### config.mk
export PLATFORM = sky130hd
export DESIGN_NAME = note_sequence_game
export DESIGN_NICKNAME = d
export VERILOG_FILES = /design/src/rtl/note_sequence_game_pkg.sv /design/src/rtl/note_sequence_game_lfsr16.sv /design/src/rtl/note_sequence_game.sv
export SDC_FILE = /design/constraint.sdc
export NUM_CORES = 1
export LEC_CHECK = 0
export ABC_AREA = 0
export BUFFER_PORTS_ARGS = -buffer_cell sky130_fd_sc_hd__buf_2
export CAP_MARGIN = 20
export CORE_MARGIN = 1.5
export CORE_UTILIZATION = 53
export CTS_BUF_LIST = sky130_fd_sc_hd__clkbuf_4 sky130_fd_sc_hd__clkbuf_8
export CTS_CLUSTER_DIAMETER = 120
export DETAILED_ROUTE_END_ITERATION = 10
export GPL_ROUTABILITY_DRIVEN = 0
export PLACE_DENSITY = 0.7
export SKIP_CTS_REPAIR_TIMING = 1
export SYNTH_ARGS = -nofsm -noshare
export SYNTH_HDL_FRONTEND = slang
export SYNTH_SLANG_ARGS = --single-unit
### constraint.sdc
create_clock -name clk -period 2.85 [get_ports clk]
set_clock_uncertainty 0.2 [all_clocks]
set_input_delay 0.1425 -clock clk [delete_from_list [all_inputs] [get_ports clk]]
set_output_delay 0.1425 -clock clk [all_outputs]
set_load 0.02 [all_outputs]
### src/rtl/note_sequence_game_pkg.sv
// Shared state encoding, display codes and LFSR step for the memory-tone game.
package note_sequence_game_pkg;

    typedef enum logic [2:0] {
        S_IDLE,
        S_GEN,
        S_TONE,
        S_GAP,
        S_WAIT_KEY,
        S_WAIT_REL,
        S_PASS,
        S_FAIL
    } state_e;

    localparam logic [1:0] DISP_STAY = 2'd0;
    localparam logic [1:0] DISP_PLAY = 2'd1;
    localparam logic [1:0] DISP_PASS = 2'd2;
    localparam logic [1:0] DISP_FAIL = 2'd3;

    localparam logic [15:0] LFSR_SEED = 16'hACE1;

    // Fibonacci step, taps 16,14,13,11; maximal length so a nonzero seed never reaches 0.
    function automatic logic [15:0] lfsr_next(input logic [15:0] s);
        return {s[14:0], s[15] ^ s[13] ^ s[12] ^ s[10]};
    endfunction

endpackage

### src/rtl/note_sequence_game_lfsr16.sv
// Free-running 16-bit LFSR note source; reseeds on reset.
module lfsr16
    import note_sequence_game_pkg::*;
(
    input  logic        clk,
    input  logic        nrst,
    output logic [15:0] q
);

    always_ff @(posedge clk) begin
        if (!nrst) begin
            q <= LFSR_SEED;
        end else begin
            q <= lfsr_next(q);
        end
    end

endmodule

### src/rtl/note_sequence_game.sv
// Memory-tone game core: grows a random note sequence, replays it, then checks the
// player's presses in order, with per-press timeout, level count and win pulse.
module note_sequence_game
    import note_sequence_game_pkg::*;
#(
    parameter int unsigned FRQ         = 1_000_000,
    parameter int unsigned NKEYS       = 8,
    parameter int unsigned MAX_LEN     = 8,
    parameter int unsigned TONE_CYC    = FRQ / 2,
    parameter int unsigned GAP_CYC     = FRQ / 8,
    parameter int unsigned RESULT_CYC  = FRQ,
    parameter int unsigned TIMEOUT_CYC = 5 * FRQ,
    parameter int unsigned START_KEY   = 4
) (
    input  logic                           clk,
    input  logic                           nrst,
    input  logic [NKEYS-1:0]               key,
    output logic [$clog2(NKEYS)-1:0]       octave,
    output logic                           piezo_nOn,
    output logic [1:0]                     display,
    output logic [$clog2(MAX_LEN+1)-1:0]   level,
    output logic                           win
);

    localparam int NW  = $clog2(NKEYS);
    localparam int LVW = $clog2(MAX_LEN + 1);
    localparam int IW  = (MAX_LEN > 1) ? $clog2(MAX_LEN) : 1;

    localparam logic [31:0]    TONE_LAST    = 32'(TONE_CYC - 1);
    localparam logic [31:0]    GAP_LAST     = 32'(GAP_CYC - 1);
    localparam logic [31:0]    RESULT_LAST  = 32'(RESULT_CYC - 1);
    localparam logic [31:0]    TIMEOUT_LAST = 32'(TIMEOUT_CYC - 1);
    localparam logic [LVW-1:0] LEVEL_WIN    = LVW'(MAX_LEN);

    logic [15:0]      lfsr_q;
    logic [15-NW:0]   lfsr_unused;
    logic [NW-1:0]    note;

    state_e           state_q;
    logic [31:0]      cnt_q;
    logic [LVW-1:0]   level_q;
    logic [LVW-1:0]   idx_q;
    logic [NW-1:0]    octave_q;
    logic             piezo_q;
    logic [1:0]       disp_q;
    logic             win_q;
    logic [NW-1:0]    seq_q [2**IW];

    logic [LVW-1:0]   idx_inc;
    logic [NW-1:0]    cur_note;

    lfsr16 u_lfsr (
        .clk  (clk),
        .nrst (nrst),
        .q    (lfsr_q)
    );

    assign {lfsr_unused, note} = lfsr_q;
    assign idx_inc  = idx_q + LVW'(1);
    assign cur_note = seq_q[idx_q[IW-1:0]];

    // Sequence storage is always written in GEN before any replay reads it.
    always_ff @(posedge clk) begin
        if (state_q == S_GEN) begin
            seq_q[level_q[IW-1:0]] <= note;
        end
    end

    always_ff @(posedge clk) begin
        if (!nrst) begin
            state_q  <= S_IDLE;
            cnt_q    <= '0;
            level_q  <= '0;
            idx_q    <= '0;
            octave_q <= '0;
            piezo_q  <= 1'b1;
            disp_q   <= DISP_STAY;
            win_q    <= 1'b0;
        end else begin
            win_q <= 1'b0;
            cnt_q <= cnt_q + 32'd1;
            case (state_q)
                S_IDLE: begin
                    if (key[START_KEY]) begin
                        level_q <= '0;
                        disp_q  <= DISP_PLAY;
                        cnt_q   <= '0;
                        state_q <= S_GEN;
                    end
                end
                S_GEN: begin
                    // The new note is written this same edge, so bypass it for a first-round replay.
                    level_q  <= level_q + LVW'(1);
                    idx_q    <= '0;
                    octave_q <= (level_q == '0) ? note : seq_q[0];
                    piezo_q  <= 1'b0;
                    disp_q   <= DISP_PLAY;
                    cnt_q    <= '0;
                    state_q  <= S_TONE;
                end
                S_TONE: begin
                    if (cnt_q == TONE_LAST) begin
                        piezo_q <= 1'b1;
                        cnt_q   <= '0;
                        state_q <= S_GAP;
                    end
                end
                S_GAP: begin
                    if (cnt_q == GAP_LAST) begin
                        cnt_q <= '0;
                        if (idx_inc == level_q) begin
                            idx_q   <= '0;
                            state_q <= S_WAIT_KEY;
                        end else begin
                            idx_q    <= idx_inc;
                            octave_q <= seq_q[idx_inc[IW-1:0]];
                            piezo_q  <= 1'b0;
                            state_q  <= S_TONE;
                        end
                    end
                end
                S_WAIT_KEY: begin
                    // Exact one-hot match rejects both wrong keys and chords.
                    if (key != '0) begin
                        cnt_q <= '0;
                        if (key == (NKEYS'(1) << cur_note)) begin
                            state_q <= S_WAIT_REL;
                        end else begin
                            disp_q  <= DISP_FAIL;
                            state_q <= S_FAIL;
                        end
                    end else if (cnt_q == TIMEOUT_LAST) begin
                        cnt_q   <= '0;
                        disp_q  <= DISP_FAIL;
                        state_q <= S_FAIL;
                    end
                end
                S_WAIT_REL: begin
                    if (key == '0) begin
                        cnt_q <= '0;
                        if (idx_inc == level_q) begin
                            disp_q  <= DISP_PASS;
                            win_q   <= (level_q == LEVEL_WIN);
                            state_q <= S_PASS;
                        end else begin
                            idx_q   <= idx_inc;
                            state_q <= S_WAIT_KEY;
                        end
                    end
                end
                S_PASS: begin
                    if (cnt_q == RESULT_LAST) begin
                        cnt_q <= '0;
                        if (level_q == LEVEL_WIN) begin
                            disp_q  <= DISP_STAY;
                            state_q <= S_IDLE;
                        end else begin
                            disp_q  <= DISP_PLAY;
                            state_q <= S_GEN;
                        end
                    end
                end
                S_FAIL: begin
                    if (cnt_q == RESULT_LAST) begin
                        cnt_q   <= '0;
                        disp_q  <= DISP_STAY;
                        state_q <= S_IDLE;
                    end
                end
                default: state_q <= S_IDLE;
            endcase
        end
    end

    assign octave    = octave_q;
    assign piezo_nOn = piezo_q;
    assign display   = disp_q;
    assign level     = level_q;
    assign win       = win_q;

endmodule

==> metrics, run 1 <==
Ys Warns 0; top_reg_cell synth dfxtp_1; final wirelength 9.29 mm; post-synthesis mux area share 8.89%; Yosys cell types 61; CTS Buffer Depth 2; worst-margin pin slew 0.669 ns; utilization after layout 60.4%; crit path capture type flop; number of antenna diodes 0; I/O pin count 21; xor/xnor cell area share of the yosys netlist 7.82%; Synth-to-Final Area Change 9.44%; final setup TNS 0 ns; DRC 0; Fin Hold WS 0.0299 ns; Antenna Nets Post-Route 0; wire per inst 15.7 um; synthesized area per cell 9.93 sq um; CTS Buf Count 9; vias in the first global route 3195; crit path max fanout 8; EDFF count, synth 24; nets 497; final period utilization 94.0%; syn nets 473; worst hold path cell count 3; proportion of layout cells with a drive suffix above 1 14.3%; register area share after synthesis 46.1%; RSZ-0062 raised after global routing false; Mapped Area 4560 sq um; max_slew headroom 55.3%; chip width 95.8 um; Worst-path clk slew 0.10 ns; Core Area 8260 sq um; DR iter-0 viols 141; Pins Over Slew Limit 0; Crit Path Class reg -> reg; Via density 5.76; #FFs+latches synth 93; GR Overflow Total 0; first-pass GRT wire length 15.3 mm; Tot GR Track Use 21.9%; Worst VDD drop 363 uV; Final Hold Fails 0; adder and majority cell fraction of the synthesized area 1.10%; DIE HEIGHT 95.8 um; CTS tree yes; row cnt 33; Power, Total 3.15 mW; Compound-Gate Fraction of Synth Area 9.14%; largest net degree at the start of global routing 38; largest family of logic cells by synthesized area simple AND/OR/NAND/NOR gates; CTS H-Tree Depth 3; CTS root buffer clkbuf_8; Worst Path Required 2.95 ns; antenna violations before repair 0; max cap viols 0; Synth Instances 459; R2R depth 7; power per standard cell area 631 nW/um^2; worst path arrival time 2.78 ns; Die ar. 9170 sq um; DP HPWL 6.80 mm; HP Class in -> reg; first-pass iteration count of the detailed router 4; simple-gate share of the synthesized area 24.3%; endpoints failing setup 0; PortBufs 20; post-layout min period 2.68 ns; Async SR Flop Fraction 0%; CP startpoint kind flop; FILL cells 726; Clock Latency Late Sink 0.36 ns; status complete, no violations; Highest Clock Rate 373 MHz; total number of vias 3414; Starting Density 55.2%; # clock sinks 93; Lkg Pwr 1.74 nW
[state kept, by name (all words and copies together) (netlist names), named ones only]
| register | count |
|---|---|
| piezo_nOn | 1 |
| seq_q | 24 |
| win | 1 |
| u_lfsr.q | 16 |
| octave | 3 |
| cnt_q | 32 |
| level | 4 |
| display | 2 |
| idx_q | 4 |
| state_q | 3 |
[cell type report]
cell class | instances | area, sq um | share of cell area, %
multi-input cells | 340 | 2340 | 46.9
repair buffers | 30 | 188 | 3.76
flip-flops and latches | 93 | 2100 | 42.2
clock inverters | 7 | 71.3 | 1.43
clock buffers | 9 | 124 | 2.48
well taps | 105 | 131 | 2.63
inverters | 9 | 33.8 | 0.677
[cell families after synthesis]
group	count (synthesis)
AO/OA/AOI/OAI	57
flip-flops	93
multiplexers	22
XOR/XNOR	39
adder cells (fa/ha/maj)	4
AND/OR/NAND/NOR	218
buffers and inverters	26
[metal layers]
metal  share of wire (%)  track usage, %  routed length, um
met5                   0               0                  0
met1                  46            28.8               4290
met3                 4.0            4.11                370
met2                  48            35.4               4470
met4                 1.8            9.07                163
[cell usage in the layout, fill, tap and decap left out, drive strengths merged, types with 5 or more instances in the layout]
cell    synthesis  layout
nor4            9       9
clkbuf          9       9
nor2           62      62
and3            7       7
nand2          43      43
a21boi          6       6
and2           13      13
nor2b          11      11
dfxtp          69      69
edfxtp         24      24
inv             9      14
buf             8      30
nor3           15      15
mux2i           8       8
nand4           5       5
o22ai           5       5
nand3          18      18
xnor2          18      18
o21ai           9       9
xor2           20      20
nand2b         14      14
mux4           12      12
a21oi           8       8
[stage by stage]
step                std cells  instance area, sq um  worst slack, ns
detailed placement        577                  4790            0.114
CTS                       593                  4990           0.0783
global placement          577                  4790            0.176
finish                    593                  4990            0.170
floorplan                 459                  4560            0.407
global route              593                  4990           0.0407
[critical path, stage by stage, from the launching register on]
cell	delay, ns
dfxtp_1	0.50
mux4_2	0.58
mux2i_4	0.27
nor2b_1	0.23
a211o_1	0.17
o2111ai_2	0.12
o31ai_4	0.33
mux2i_1	0.21
[report_power, final]
group	leakage [nW]	internal [mW]	switching, mW
Combinational	0.864	0.304	0.469
Clock	0.0999	0.345	0.520
Sequential	0.779	1.44	0.0698
[synth_stat cells, types with 11 or more instances]
cell	number	area (sq um)
and2_1	13	81.3
dfxtp_1	69	1380
edfxtp_1	24	721
mux4_2	12	270
nand2_1	43	161
nand2b_1	14	87.6
nand3_1	18	90.1
nor2_1	62	233
nor2b_1	11	68.8
nor3_1	15	75.1
xnor2_1	18	158
xor2_1	20	175
[path summary, 6_finish.rpt]
path                 from            to  slack [ns]
min                  nrst     piezo_nOn        0.03
max reg2reg          flop    display[0]        0.17
min reg2reg  u_lfsr.q[14]  u_lfsr.q[15]        0.22
max                  flop    display[0]        0.17
No activity file was read; power rests on OpenSTA's default activity.
==> run 2: changes to the inputs <==
SKIP_CTS_REPAIR_TIMING = not set   (was 1)
clock period = 3.1 ns   (was 2.85 ns; I/O delays follow)
==> metrics, run 2 (same netlist as run 1, synthesis figures left out) <==
Worst path slowest cell mux4_2; Die ar. 9170 sq um; Via density 5.82; row cnt 33; crit path capture type flop; HP Class in -> reg; status complete, no violations; wire per inst 15.8 um; crit path max fanout 9; Tot GR Track Use 21.8%; number of antenna diodes 0; first-pass iteration count of the detailed router 4; Hold EP piezo_nOn; min-delay src nrst; met2 Usage GRT 36.2%; max_slew headroom 46.5%; nets 492; Worst Path Required 3.20 ns; Clock Latency Late Sink 0.36 ns; antenna violations before repair 0; worst-margin pin slew 0.801 ns; Multi-input gate area 2340 sq um; Top Usage Layer GRT met2; Crit Path Class reg -> reg; Largest register FFs 32; reg-to-reg endpoint display[0]; DR iter-0 viols 161; pre-CTS setup slack 0.383 ns; proportion of layout cells with a drive suffix above 1 13.3%; CTS H-Tree Depth 3; largest net degree at the start of global routing 38; max cap viols 0; chip width 95.8 um; GR Overflow Total 0; post-layout min period 2.72 ns; worst-path cell chain mux4_2 -> mux2i_4 -> mux2_1 -> nor3_1 -> o22ai_1 -> o31ai_4 -> mux2i_1; R2R depth 7; Worst-path clk slew 0.10 ns; CTS Buffer Depth 2; worst path arrival time 2.82 ns; I/O pin count 21; combined flip-flop and latch cell area 2100 sq um; PostCTS Resize Cnt 0; Antenna Nets Post-Route 0; Highest Clock Rate 368 MHz; vias in the first global route 3190; Core Area 8260 sq um; utilization after layout 59.9%; final setup TNS 0 ns; final period utilization 87.7%; RSZ-0062 raised after global routing false; met3 usage 4.50%; most frequent cells in the layout dfxtp_1, nor2_1, nand2_1; Pins Over Slew Limit 0; Post-CTS Setup Bufs 0; Lkg Pwr 1.71 nW; DIE HEIGHT 95.8 um; FILL cells 717; # clock sinks 93; max incr delay on CP 0.57 ns; first-pass GRT wire length 15.3 mm; final wirelength 9.26 mm; DP HPWL 6.76 mm; DRC 0; CP startpoint kind flop; Worst VDD drop 230 uV; Final Hold Fails 0; CTS root buffer clkbuf_8; Top reg by flops cnt_q; total number of vias 3420; CTS tree yes; Reg2Reg Setup Slack 0.38 ns; PortBufs 20; Starting Density 55.2%; most common cell after layout, fill and taps aside dfxtp_1; worst hold path cell count 2; Final WS setup 0.380 ns; endpoints failing setup 0; CTS Buf Count 9; GR Layer Usage met1 28.0%; Synth-to-Final Area Change 8.56%; CTS Hold Buffers Added 0; power per standard cell area 581 nW/um^2
run 2: changes by cell type in the layout (fill, tap and decap cells not counted):
cell,delta
dfxtp_2,-1
buf_4,-5
clkinv_4,-1
inv_8,+1
dfxtp_1,+1
clkinvlp_4,+3
inv_6,-3
run 2: layer usage:
layer,share of wire [%],routed length (um),vias up
met2,47,4370,98
li1,-,-,1687
met4,2.1,194,0
met1,46,4280,1613
met5,0,0,-
met3,4.5,421,22
run 2: worst max-delay path by stage:
stage | from | end | slack (ns) | depth (start not counted)
after global placement | flop | display[0] | 0.43 | 7
final | flop | display[0] | 0.38 | 7
after CTS | flop | display[0] | 0.36 | 7
after detailed placement | flop | display[0] | 0.38 | 7
after global routing | flop | display[0] | 0.19 | 7
after floorplan | flop | display[0] | 0.66 | 8
run 2: where the power goes:
part / internal [mW] / leakage [nW] / switching [mW]
logic: 0.272 / 0.839 / 0.429
registers: 1.33 / 0.779 / 0.0635
clock network: 0.312 / 0.0887 / 0.474
run 2: through the flow:
step	area, sq um	cells	hold WS [ns]	total power [mW]
after floorplan	4560	459	0.186	1.93
after global placement	4760	572	0.193	2.11
after detailed placement	4760	572	0.196	2.12
after CTS	4950	588	0.0491	2.89
after global routing	4950	588	0.0690	3.03
final	4950	588	0.0543	2.88
run 2: area by class of cell:
class                           count  area share [%]
Inverter                            9           0.683
Clock inverter                      7            1.42
Tap cell                          105            2.65
Clock buffer                        9            2.50
Sequential cell                    93            42.5
Multi-Input combinational cell    340            47.2
Timing Repair Buffer               25            3.03
run 2: worst max-delay path: cells and delay by family (launching register included):
kind	cells	cell delay [ns]
compound gates	2	0.39
flops	1	0.52
mux	4	1.41
simple gates	1	0.13
==> run 3: changes to the inputs <==
clock period = 2.6 ns   (was 3.1 ns; I/O delays follow)
==> metrics, run 3 (same netlist as run 1, synthesis figures left out) <==
Top reg by flops cnt_q; Tot GR Track Use 22.5%; DP HPWL 6.99 mm; row cnt 33; Largest register FFs 32; most common cell after layout, fill and taps aside dfxtp_1; Worst Path Required 2.70 ns; combinational share of power 26.0%; utilization after layout 62.2%; placed instance area 4870 sq um; final period utilization 99.6%; post-layout min period 2.59 ns; Net Sw Frac 33.8%; total number of vias 3489; crit path from seq_q[0][1]; number of antenna diodes 0; Pins Over Slew Limit 0; proportion of layout cells with a drive suffix above 1 18.2%; Critical R2R Launch seq_q[0][1]; DRC 0; Antenna Nets Post-Route 0; wire per inst 16.1 um; status complete, no violations; Synth-to-Final Area Change 12.7%; CTS tree yes; Highest Clock Rate 386 MHz; share of power burned in registers 47.3%; largest net degree at the start of global routing 37; CTS root buffer clkbuf_8; CTS Buffer Depth 2; nets 510; first-pass GRT wire length 15.8 mm; Final Instance Count excl. Fillers 606; I/O pin count 21; RSZ-0062 raised after global routing true; endpoints failing setup 0; PortBufs 20; CTS H-Tree Depth 3; power per standard cell area 683 nW/um^2; worst path arrival time 2.69 ns; antenna violations before repair 0; worst-margin pin slew 0.513 ns; chip width 95.8 um; # clock sinks 93; NetSw 1.19 mW; crit path max fanout 3; max incr delay on CP 0.52 ns; Final Hold Fails 0; P_int 2.32 mW; Worst-path clk slew 0.11 ns; final wirelength 9.78 mm; Die ar. 9170 sq um; Core Area 8260 sq um; most frequent cells in the layout dfxtp_1, nor2_1, nand2_1; Lkg Pwr 1.82 nW; CP startpoint kind flop; Worst VDD drop 317 uV; vias in the first global route 3291; max_slew headroom 65.5%; min-delay src key[4]; Starting Density 55.2%; placed insts 587; HP Class in -> reg; Via density 5.76; DIE HEIGHT 95.8 um; DR iter-0 viols 181; final instance area 5140 sq um; clock share of power 26.7%; Crit Path Class reg -> reg; GR Overflow Total 0; Worst path slowest cell mux4_2; most frequent CP cell buf_6; worst-path cell chain mux4_2 -> mux2i_4 -> buf_6 -> buf_6 -> nand2_1 -> o22ai_1 -> o22ai_2 -> o31ai_4 -> mux2i_1; max cap viols 0; CTS Buf Count 9; Clock Latency Late Sink 0.36 ns; crit path capture type flop; first-pass iteration count of the detailed router 4
-- run 3: cell count changes in the layout (fill, tap and decap cells not counted), moves of 2 or more --
| cell | delta |
|---|---|
| dfxtp_1 | -2 |
| clkinvlp_4 | -2 |
| buf_6 | +2 |
| clkinv_4 | +2 |
| buf_4 | +15 |
-- run 3: repair_timing --
action,CTS,global route
pin swaps,0,2
gates resized for setup,1,12
setup endpoints to repair,3,13
buffers inserted,0,2
hold buffers,1,0
endpoints found under the hold margin,1,0
-- run 3: critical path, delay by kind of cell (launching register included) --
family                 cells  cell delay [ns]
AND/OR/NAND/NOR            1             0.08
multiplexers               3             0.95
buffers and inverters      2             0.23
flip-flops                 1             0.45
AO/OA/AOI/OAI              3             0.63
-- run 3: final cells by class --
cell class / instances / area [sq um]
Clock inverter: 7 / 70.1
Fill cell: 709 / 3120
Clock buffer: 9 / 124
Timing Repair Buffer: 43 / 295
Tap cell: 105 / 131
Inverter: 9 / 33.8
Sequential cell: 93 / 2110
Multi-Input combinational cell: 340 / 2380
-- run 3: final timing paths --
kind	end	cells past startpoint	slack, ns
hold / removal	state_q[2]	4	0.05
hold reg to reg	u_lfsr.q[15]	1	0.22
setup / recovery	display[0]	9	0.009
setup reg to reg	display[0]	9	0.009
-- run 3: per-layer routing --
layer,vias to the layer above,global-route usage [%],share of wire (%)
li1,1720,-,-
met1,1690,29.4,46
met2,68,38.1,49
met3,11,4.03,3.5
met4,0,6.62,1.4
met5,-,0,0
-- run 3: per-stage QoR --
step | hold slack, ns | setup slack (ns) | setup TNS, ns | total power, mW
floorplan | 0.186 | 0.157 | 0 | 2.30
CTS | 0.0401 | 0.00669 | 0 | 3.49
global route | 0.0870 | -0.126 | -0.211 | 3.69
global placement | 0.192 | 0.0363 | 0 | 2.54
detailed placement | 0.194 | -0.0624 | -0.158 | 2.57
finish | 0.0469 | 0.00932 | 0 | 3.51
-- run 3: power by group through the flow --
stage | sequential, mW | combinational (mW) | clock (mW)
2_1_floorplan | 1.70 | 0.593 | 0
3_3_place_gp | 1.69 | 0.852 | 0
3_5_place_dp | 1.69 | 0.872 | 0
4_1_cts | 1.66 | 0.877 | 0.950
5_1_grt | 1.67 | 1.00 | 1.01
6_report | 1.66 | 0.912 | 0.939
